==> config.mk <==
export PLATFORM = sky130hd
export DESIGN_NAME = eeprom_rw_ctrl
export DESIGN_NICKNAME = d
export VERILOG_FILES = /design/src/rtl/eeprom_rw_ctrl_pkg.sv /design/src/rtl/eeprom_rw_ctrl.sv
export SDC_FILE = /design/constraint.sdc
export NUM_CORES = 1
export LEC_CHECK = 0
export ABC_AREA = 1
export BUFFER_PORTS_ARGS = -buffer_cell sky130_fd_sc_hd__clkbuf_2
export CAP_MARGIN = 15
export CELL_PAD_IN_SITES_DETAIL_PLACEMENT = 1
export CELL_PAD_IN_SITES_GLOBAL_PLACEMENT = 1
export CORE_UTILIZATION = 46
export CTS_BUF_LIST = sky130_fd_sc_hd__clkbuf_4 sky130_fd_sc_hd__clkbuf_8
export CTS_CLUSTER_SIZE = 28
export DETAILED_ROUTE_END_ITERATION = 6
export GPL_TIMING_DRIVEN = 0
export PLACE_DENSITY = 0.83
export SYNTH_ARGS = -nofsm -noshare
export SYNTH_HDL_FRONTEND = slang
export SYNTH_SLANG_ARGS = --single-unit
==> constraint.sdc <==
create_clock -name clk -period 3.1 [get_ports clk]
set_input_delay 0.31 -clock clk [delete_from_list [all_inputs] [get_ports clk]]
set_output_delay 0.31 -clock clk [all_outputs]
set_load 0.05 [all_outputs]
==> src/rtl/eeprom_rw_ctrl_pkg.sv <==
// Shared I2C parameters: master command bits and SCL timing, used by this sequencer
// and by the byte-level I2C master.
package eeprom_rw_ctrl_pkg;

    localparam logic [3:0] I2C_CMD_START = 4'b0001;
    localparam logic [3:0] I2C_CMD_WRITE = 4'b0010;
    localparam logic [3:0] I2C_CMD_READ  = 4'b0100;
    localparam logic [3:0] I2C_CMD_STOP  = 4'b1000;

    localparam int unsigned SYS_CLK_HZ = 50_000_000;
    localparam int unsigned I2C_SCL_HZ = 100_000;
    localparam int unsigned SCL_DIV    = SYS_CLK_HZ / (4 * I2C_SCL_HZ);

    // Data-phase command: READ or WRITE, with STOP attached to the final byte.
    function automatic logic [3:0] byte_cmd(input logic is_read, input logic is_last);
        byte_cmd = (is_read ? I2C_CMD_READ : I2C_CMD_WRITE) | (is_last ? I2C_CMD_STOP : 4'b0000);
    endfunction

endpackage

==> src/rtl/eeprom_rw_ctrl.sv <==
// EEPROM transaction sequencer: turns read/write operations into the per-byte command
// stream of the I2C master and enforces the write-cycle time after each write.
module eeprom_rw_ctrl
    import eeprom_rw_ctrl_pkg::*;
#(
    parameter logic [6:0]  DEV_ADDR  = 7'b1010000,
    parameter int unsigned PAGE_SIZE = 16,
    parameter int unsigned LEN_W     = 5,
    parameter int unsigned TWR_CYC   = 250000
) (
    input  logic             clk,
    input  logic             rst_n,
    input  logic             op_req,
    input  logic             op_wr,
    input  logic [7:0]       op_addr,
    input  logic [LEN_W-1:0] op_len,
    output logic             op_rdy,
    input  logic [7:0]       wr_data,
    output logic             wr_data_ack,
    output logic [7:0]       rd_data,
    output logic             rd_vld,
    output logic             op_done,
    output logic             i2c_req,
    output logic [3:0]       i2c_cmd,
    output logic [7:0]       i2c_din,
    input  logic [7:0]       i2c_dout,
    input  logic             i2c_done
);

    localparam int TWR_W = $clog2(TWR_CYC + 1);

    typedef enum logic [6:0] {
        S_IDLE    = 7'b0000001,
        S_WR_DEV  = 7'b0000010,
        S_WR_ADDR = 7'b0000100,
        S_WR_DATA = 7'b0001000,
        S_RD_DEV  = 7'b0010000,
        S_RD_DATA = 7'b0100000,
        S_TWR     = 7'b1000000
    } state_t;

    state_t           state_reg;
    logic             op_wr_reg;
    logic [7:0]       op_addr_reg;
    logic [LEN_W-1:0] last_idx_reg;
    logic [LEN_W-1:0] cnt_byte_reg;
    logic             cmd_pend_reg;
    logic             fin_reg;
    logic [TWR_W-1:0] twr_cnt_reg;

    logic             cmd_done;
    logic             last_byte;
    logic [LEN_W-1:0] next_idx;
    logic             next_last;

    // Only a done that answers an issued command may move the sequence on.
    assign cmd_done  = cmd_pend_reg && i2c_done;
    assign last_byte = (cnt_byte_reg == last_idx_reg);
    assign next_idx  = (state_reg == S_WR_DATA || state_reg == S_RD_DATA)
                       ? cnt_byte_reg + LEN_W'(1) : '0;
    assign next_last = (next_idx == last_idx_reg);

    // Combinational so the byte is taken in the same cycle the next WRITE is registered.
    assign wr_data_ack = cmd_done &&
                         ((state_reg == S_WR_ADDR && op_wr_reg) ||
                          (state_reg == S_WR_DATA && !last_byte));

    always_ff @(posedge clk or negedge rst_n) begin
        if (!rst_n) begin
            state_reg    <= S_IDLE;
            op_rdy       <= 1'b1;
            op_wr_reg    <= 1'b0;
            op_addr_reg  <= '0;
            last_idx_reg <= '0;
            cnt_byte_reg <= '0;
            cmd_pend_reg <= 1'b0;
            fin_reg      <= 1'b0;
            twr_cnt_reg  <= '0;
            i2c_req      <= 1'b0;
            i2c_cmd      <= '0;
            i2c_din      <= '0;
            rd_data      <= '0;
            rd_vld       <= 1'b0;
            op_done      <= 1'b0;
        end else begin
            i2c_req <= 1'b0;
            rd_vld  <= 1'b0;
            op_done <= 1'b0;
            case (state_reg)
                S_IDLE: begin
                    if (op_req) begin
                        op_wr_reg    <= op_wr;
                        op_addr_reg  <= op_addr;
                        cnt_byte_reg <= '0;
                        if (op_len == '0)
                            last_idx_reg <= '0;
                        else if (op_len > LEN_W'(PAGE_SIZE))
                            last_idx_reg <= LEN_W'(PAGE_SIZE - 1);
                        else
                            last_idx_reg <= op_len - LEN_W'(1);
                        op_rdy       <= 1'b0;
                        state_reg    <= S_WR_DEV;
                        cmd_pend_reg <= 1'b1;
                        i2c_req      <= 1'b1;
                        i2c_cmd      <= I2C_CMD_START | I2C_CMD_WRITE;
                        i2c_din      <= {DEV_ADDR, 1'b0};
                    end
                end
                S_WR_DEV: begin
                    if (cmd_done) begin
                        state_reg <= S_WR_ADDR;
                        i2c_req   <= 1'b1;
                        i2c_cmd   <= I2C_CMD_WRITE;
                        i2c_din   <= op_addr_reg;
                    end
                end
                S_WR_ADDR: begin
                    if (cmd_done) begin
                        i2c_req      <= 1'b1;
                        cnt_byte_reg <= '0;
                        if (op_wr_reg) begin
                            state_reg <= S_WR_DATA;
                            i2c_cmd   <= byte_cmd(1'b0, next_last);
                            i2c_din   <= wr_data;
                        end else begin
                            state_reg <= S_RD_DEV;
                            i2c_cmd   <= I2C_CMD_START | I2C_CMD_WRITE;
                            i2c_din   <= {DEV_ADDR, 1'b1};
                        end
                    end
                end
                S_WR_DATA: begin
                    if (cmd_done) begin
                        if (last_byte) begin
                            state_reg    <= S_TWR;
                            cmd_pend_reg <= 1'b0;
                            twr_cnt_reg  <= '0;
                        end else begin
                            cnt_byte_reg <= next_idx;
                            i2c_req      <= 1'b1;
                            i2c_cmd      <= byte_cmd(1'b0, next_last);
                            i2c_din      <= wr_data;
                        end
                    end
                end
                S_RD_DEV: begin
                    if (cmd_done) begin
                        state_reg    <= S_RD_DATA;
                        cnt_byte_reg <= '0;
                        i2c_req      <= 1'b1;
                        i2c_cmd      <= byte_cmd(1'b1, next_last);
                    end
                end
                S_RD_DATA: begin
                    if (fin_reg) begin
                        fin_reg   <= 1'b0;
                        op_rdy    <= 1'b1;
                        state_reg <= S_IDLE;
                    end else if (cmd_done) begin
                        rd_data <= i2c_dout;
                        rd_vld  <= 1'b1;
                        if (last_byte) begin
                            op_done      <= 1'b1;
                            fin_reg      <= 1'b1;
                            cmd_pend_reg <= 1'b0;
                        end else begin
                            cnt_byte_reg <= next_idx;
                            i2c_req      <= 1'b1;
                            i2c_cmd      <= byte_cmd(1'b1, next_last);
                        end
                    end
                end
                S_TWR: begin
                    // op_done marks the last wait cycle; IDLE follows one cycle later.
                    if (fin_reg) begin
                        fin_reg   <= 1'b0;
                        op_rdy    <= 1'b1;
                        state_reg <= S_IDLE;
                    end else if (twr_cnt_reg == TWR_W'(TWR_CYC - 1)) begin
                        op_done <= 1'b1;
                        fin_reg <= 1'b1;
                    end else begin
                        twr_cnt_reg <= twr_cnt_reg + TWR_W'(1);
                    end
                end
                default: begin
                    state_reg    <= S_IDLE;
                    op_rdy       <= 1'b1;
                    cmd_pend_reg <= 1'b0;
                    fin_reg      <= 1'b0;
                end
            endcase
        end
    end

endmodule
* Word-level counts from Yosys, hierarchy flattened
Cells that the tools add are included.
** Storage, ports and cells
- Register bits :: 70
- Logic and storage cells :: 138
** Cells by class
- Add/subtract/negate cells :: 3
- Order comparisons :: 1
- Eq/ne operators :: 24
- Multiplexer cells :: 65
- Bitwise operators :: 3
- Reduce and logical (&&, ||, !) cells :: 27
** Operators by type and width (count)
- 18-bit 2-to-1 mux :: 4
- 7-bit 2-to-1 mux :: 7
- 8-bit 2-to-1 mux :: 6
- 5-bit 2-to-1 mux :: 9
- 4-bit 2-to-1 mux :: 11
- 7-bit one-hot mux with 6 select lines :: 1
- 18-bit one-hot mux with 2 select lines :: 1
- 8-bit one-hot mux with 4 select lines :: 1
- 2-bit inequality test (second input constant) :: 12
- 4-bit one-hot mux with 6 select lines :: 1
- 5-bit one-hot mux with 4 select lines :: 1
- 18-bit by 1-bit adder with 18-bit output (second input constant) :: 1
- 18-bit == test (second input constant) :: 1
- 1-bit 2-to-1 mux :: 18
- 5-bit == test :: 2
- 10-bit AND reduction :: 1
- 3-bit AND reduction :: 3
- 1-bit one-hot mux with 4 select lines :: 2
- 4-bit nonzero test :: 2
- 4-bit OR reduction :: 2
- 7-bit by 1-bit == test with 1-bit output (second input constant) :: 1
- 7-bit by 2-bit == test with 1-bit output (second input constant) :: 1
- 7-bit by 3-bit == test with 1-bit output (second input constant) :: 1
- 7-bit by 4-bit == test with 1-bit output (second input constant) :: 1
- other kinds (24) :: 33

* Logic depth before layout (Yosys ltp)
- Word-level depth :: 9
- Depth in mapped cells :: 15
- Gate-level depth less buffers :: 14

* Least setup slack after synthesis
Ideal clock, no wire load.
- Path kind :: reg-to-output
- Start point :: reg state_reg[5]
- End point :: out wr_data_ack
- Arrival time :: 1678 ps
- Slack :: 1112 ps
- Cell stages (with the launch flop) :: 10
- Cell sequence :: dfrtp_1 -> inv_2 -> nand2_2 -> nor2_4 -> nand2_4 -> inv_6 -> nand2_2 -> inv_1 -> nor2_1 -> nor2_1
** On the way
- Longest elaborated chain between the ends :: 4
- Elaborated cells between the ends (all ways) :: 6
- Classes of those cells :: eq/ne: 2; reduce/logical: 4
** RTL lines
- start: declaration :: line eeprom_rw_ctrl.sv:42 : state_t state_reg;
- start signal: assignment :: line eeprom_rw_ctrl.sv:70 : state_reg <= S_IDLE;
- start signal: assignment :: line eeprom_rw_ctrl.sv:102 : state_reg <= S_WR_DEV;
- start signal: assignment :: line eeprom_rw_ctrl.sv:111 : state_reg <= S_WR_ADDR;
- 7-bit by 3-bit == test with 1-bit output or 7-bit by 4-bit == test with 1-bit output (tied branches) :: line eeprom_rw_ctrl.sv:65, eeprom_rw_ctrl.sv:66
- 1-bit logical AND, on equally long branches :: line eeprom_rw_ctrl.sv:65, eeprom_rw_ctrl.sv:66
- 1-bit logical OR (*) :: line eeprom_rw_ctrl.sv:65 : ((state_reg == S_WR_ADDR && op_wr_reg) ||
- 1-bit logical AND (*) :: line eeprom_rw_ctrl.sv:64 : assign wr_data_ack = cmd_done &&
- end: declaration :: line eeprom_rw_ctrl.sv:19 : output logic wr_data_ack,
Mark *: on every way between the ends. The rest lies on a longest branch, timed or not.

* Worst setup path after layout
Same ends and word-level chain as after synthesis.

==> summary.md <==
| Metric | Value |
|---|---|
| Crit end category | primary output |
| Synth Net Count | 594 |
| First-pass GRT wire length | 17960 um |
| Critical path, cell by cell | inv_2, nand2_2, nor2_4, nand2_4, inv_6, nand2_2, inv_1, nor2_1, nor2_1, clkbuf_2 |
| Flops & latches, synth | 70 |
| Largest register FFs | 18 |
| Largest net degree at the start of global routing | 39 |
| Area growth from synthesis to layout | 16.26% |
| Die area | 9179 sq um |
| Pwr Density | 704.1 nW/um^2 |
| Footprint of the multi-input gates | 1971 sq um |
| Critical path peak fanout | 6 |
| Yosys top cell by area | dfrtp_1 |
| Final-stage net count | 665 |
| GP Congestion | 0.8202 |
| Slew Limit Headroom | 0.6723 |
| Final setup margin | 0.8236 ns |
| RSZ-0062 raised after global routing | false |
| Bufs and invs on worst path | 4 |
| Synth warnings | 0 |
| Post-DP HPWL | 8164 um |
| Fin. max-slew vios | 0 |
| Storage cell area | 1754 sq um |
| Sink Count | 70 |
| DR WL/cell | 14.51 um |
| Clk_lat worst skew | 0.35 ns |
| Layout cell share with drive strength beyond 1 | 0.2054 |
| Clock skew | 0.01388 ns |
| Synthesized cell area | 4048 sq um |
| Setup TNS | 0 ns |
| EDFF count, synth | 0 |
| Hold Vio Cnt, Final | 0 |
| Peak VDD IR | 0.2610 mV |
| Mapped Cells | 557 |
| Antenna diodes | 0 |
| Routed Antenna Nets | 0 |
| CORE AREA | 8382 sq um |
| Max Fclk | 0.4393 GHz |
| Place WS | 1.166 ns |
| Fin crit period | 2.276 ns |
| CP top delay family | buffers and inverters |
| CP startpoint kind | flip-flop |
| CTS Buf Count | 9 |
| Longest Clk Path Bufs | 2 |
| TritonCTS clock tree | built |
| Crit path required time | 2.79 ns |
| Post-synth ARST share | 1.000 |
| Fillers | 1110 |
| Max-cap violations | 0 |
| Largest stage delay on the critical path | 0.46 ns |
| Top FF cell, synth | dfrtp_1 |
| Worst Hold Class | in -> reg |
| H-tree depth | 3 |
| Vert. Die Dim | 95.81 um |
| DR vias | 3763 |
| Buffers on Ports | 58 |
| Crit path kind | reg -> out |
| Drt drc | 0 |
| Tot GR Track Use | 0.2558 |
| PostCTS Resize Cnt | 0 |
| Antenna violations before repair | 0 |
| Final WL | 10710 um |
| # IOs | 59 |
| Setup Viol. Count Final | 0 |
| Placed Cells incl. Taps | 721 |
| Status | complete, no violations |
| Std cell rows | 33 |
| Initial drt markers | 126 |
| Leak | 2.458 nW |
| Worst Max-Slew Pin Slew | 0.4878 ns |
| Synth area leaders | dfrtp_1, nand2_1, nand3_1 |
| CTS root buf | clkbuf_8 |
| Post-DR vias/cell | 5.099 |
| Starting Density | 0.4829 |
| Crit path max-delay cell type | dfrtp_1 |
| WP data arrival | 1.97 ns |
| Clock-pin slew on the worst setup and hold paths | 0.08 ns |
| Syn_area_per_cell | 7.267 sq um |
| Share of the synthesized area in the top cell type | 0.4204 |
| Pre-Repair DR Iteration Count | 4 |
| Vias in the first global route | 3820 |
| Yosys cell types | 39 |
| Width of the die | 95.81 um |
| Tcrit/Tclk final | 0.7343 |
| Filler-free cell count of the finished design | 738 |
| Global route total overflow | 0 |
| Sequential area share after synthesis | 0.4334 |
==> layout by cell type, fill, tap and decap left out, types with 4 or more instances in the layout <==
| cell type | instances |
|---|---|
| a21oi_1 | 4 |
| clkbuf_2 | 57 |
| clkbuf_8 | 10 |
| dfrtp_1 | 68 |
| inv_1 | 47 |
| inv_2 | 10 |
| nand2_1 | 222 |
| nand2_2 | 11 |
| nand3_1 | 36 |
| nand3b_1 | 5 |
| nand4_1 | 10 |
| nor2_1 | 46 |
| nor2_2 | 7 |
| nor3_1 | 9 |
| o21ai_0 | 11 |
| o21ai_1 | 14 |
| o22ai_1 | 5 |
| xor2_1 | 12 |
==> path summary, 6_finish.rpt <==
check,slack (ns),endpoint,depth (start not counted),start
setup reg to reg,1.20,twr_cnt_reg[7],11,twr_cnt_reg[0]
min in group asynchronous,0.47,i2c_din[4],2,rst_n
max in group asynchronous,2.00,op_rdy,3,rst_n
hold / removal,0.15,rd_data[0],3,i2c_dout[0]
setup / recovery,0.82,wr_data_ack,10,state_reg[5]
hold reg to reg,0.47,i2c_cmd[1],2,i2c_cmd[1]
==> cells in the mapped netlist, types with 2 or more instances <==
library cell and number:
nor2_1 46, a21oi_2 3, buf_2 3, o22ai_1 5, buf_4 3, o21ai_2 2, ha_1 3, nand4_1 10
dfstp_2 2, nand2_1 222, o21ai_0 11, nand3_1 36, xor2_1 12, a31oi_1 2, nor2_2 7, buf_6 3
a21oi_1 4, dfrtp_1 68, inv_1 47, nor2_4 2, nand3b_1 5, xnor2_1 3, nand3_2 2, o21ai_1 14
inv_2 10, nor3_1 9, nand2_2 11
==> metrics by stage <==
stage               power, mW  utilization  hold WS, ns  cell area [sq um]
CTS                     3.339       0.5614       0.1432               4706
global placement        2.494       0.5332       0.4539               4469
finish                  3.313       0.5614       0.1466               4706
global route            3.524       0.5614       0.1517               4706
floorplan               2.177            -      0.01441               4048
detailed placement      2.555       0.5359       0.3236               4492
==> timing repair <==
item | CTS | global route
hold endpoints to repair | 31 | 0
buffers inserted | 0 | 0
hold buffers | 1 | 0
endpoints found under the setup margin | 0 | 0
==> power breakdown <==
group	internal [mW]	switching (mW)
Combinational	0.347	0.960
Sequential	1.11	0.120
Clock	0.403	0.374
==> per-layer routing <==
layer  vias up  share of wire  GRT usage
li1       1895              -          -
met1      1801           0.47     0.3206
met2        52           0.49     0.4506
met3        15          0.021    0.03318
met4         0          0.017    0.09080
met5         -              0          0
==> area by class of cell <==
type / count / share of cell area
Multi-Input combinational cell: 416 / 0.4188
Sequential cell: 70 / 0.3728
Timing Repair Buffer: 60 / 0.06860
Inverter: 60 / 0.04945
Clock buffer: 11 / 0.03084
Tap cell: 105 / 0.02792
Buffer: 11 / 0.01914
Clock inverter: 5 / 0.01250
==> tightest hold or removal path, delay by kind of cell <==
| family | cells | cell delay, ns |
|---|---|---|
| simple gates | 2 | 0.09 |
| buf+inv | 1 | 0.07 |
==> kinds of logic (layout without fill, tap and decap cells) <==
kind of cell / count (synthesis) / in the layout / share of synthesized area
compound gates: 42 / 42 / 0.05935
xor+xnor: 15 / 15 / 0.03246
fa+ha+maj: 3 / 3 / 0.009275
buf+inv: 71 / 147 / 0.07975
flops: 70 / 70 / 0.4334
simple gates: 356 / 356 / 0.3858
(Power assumes the default switching activity.)
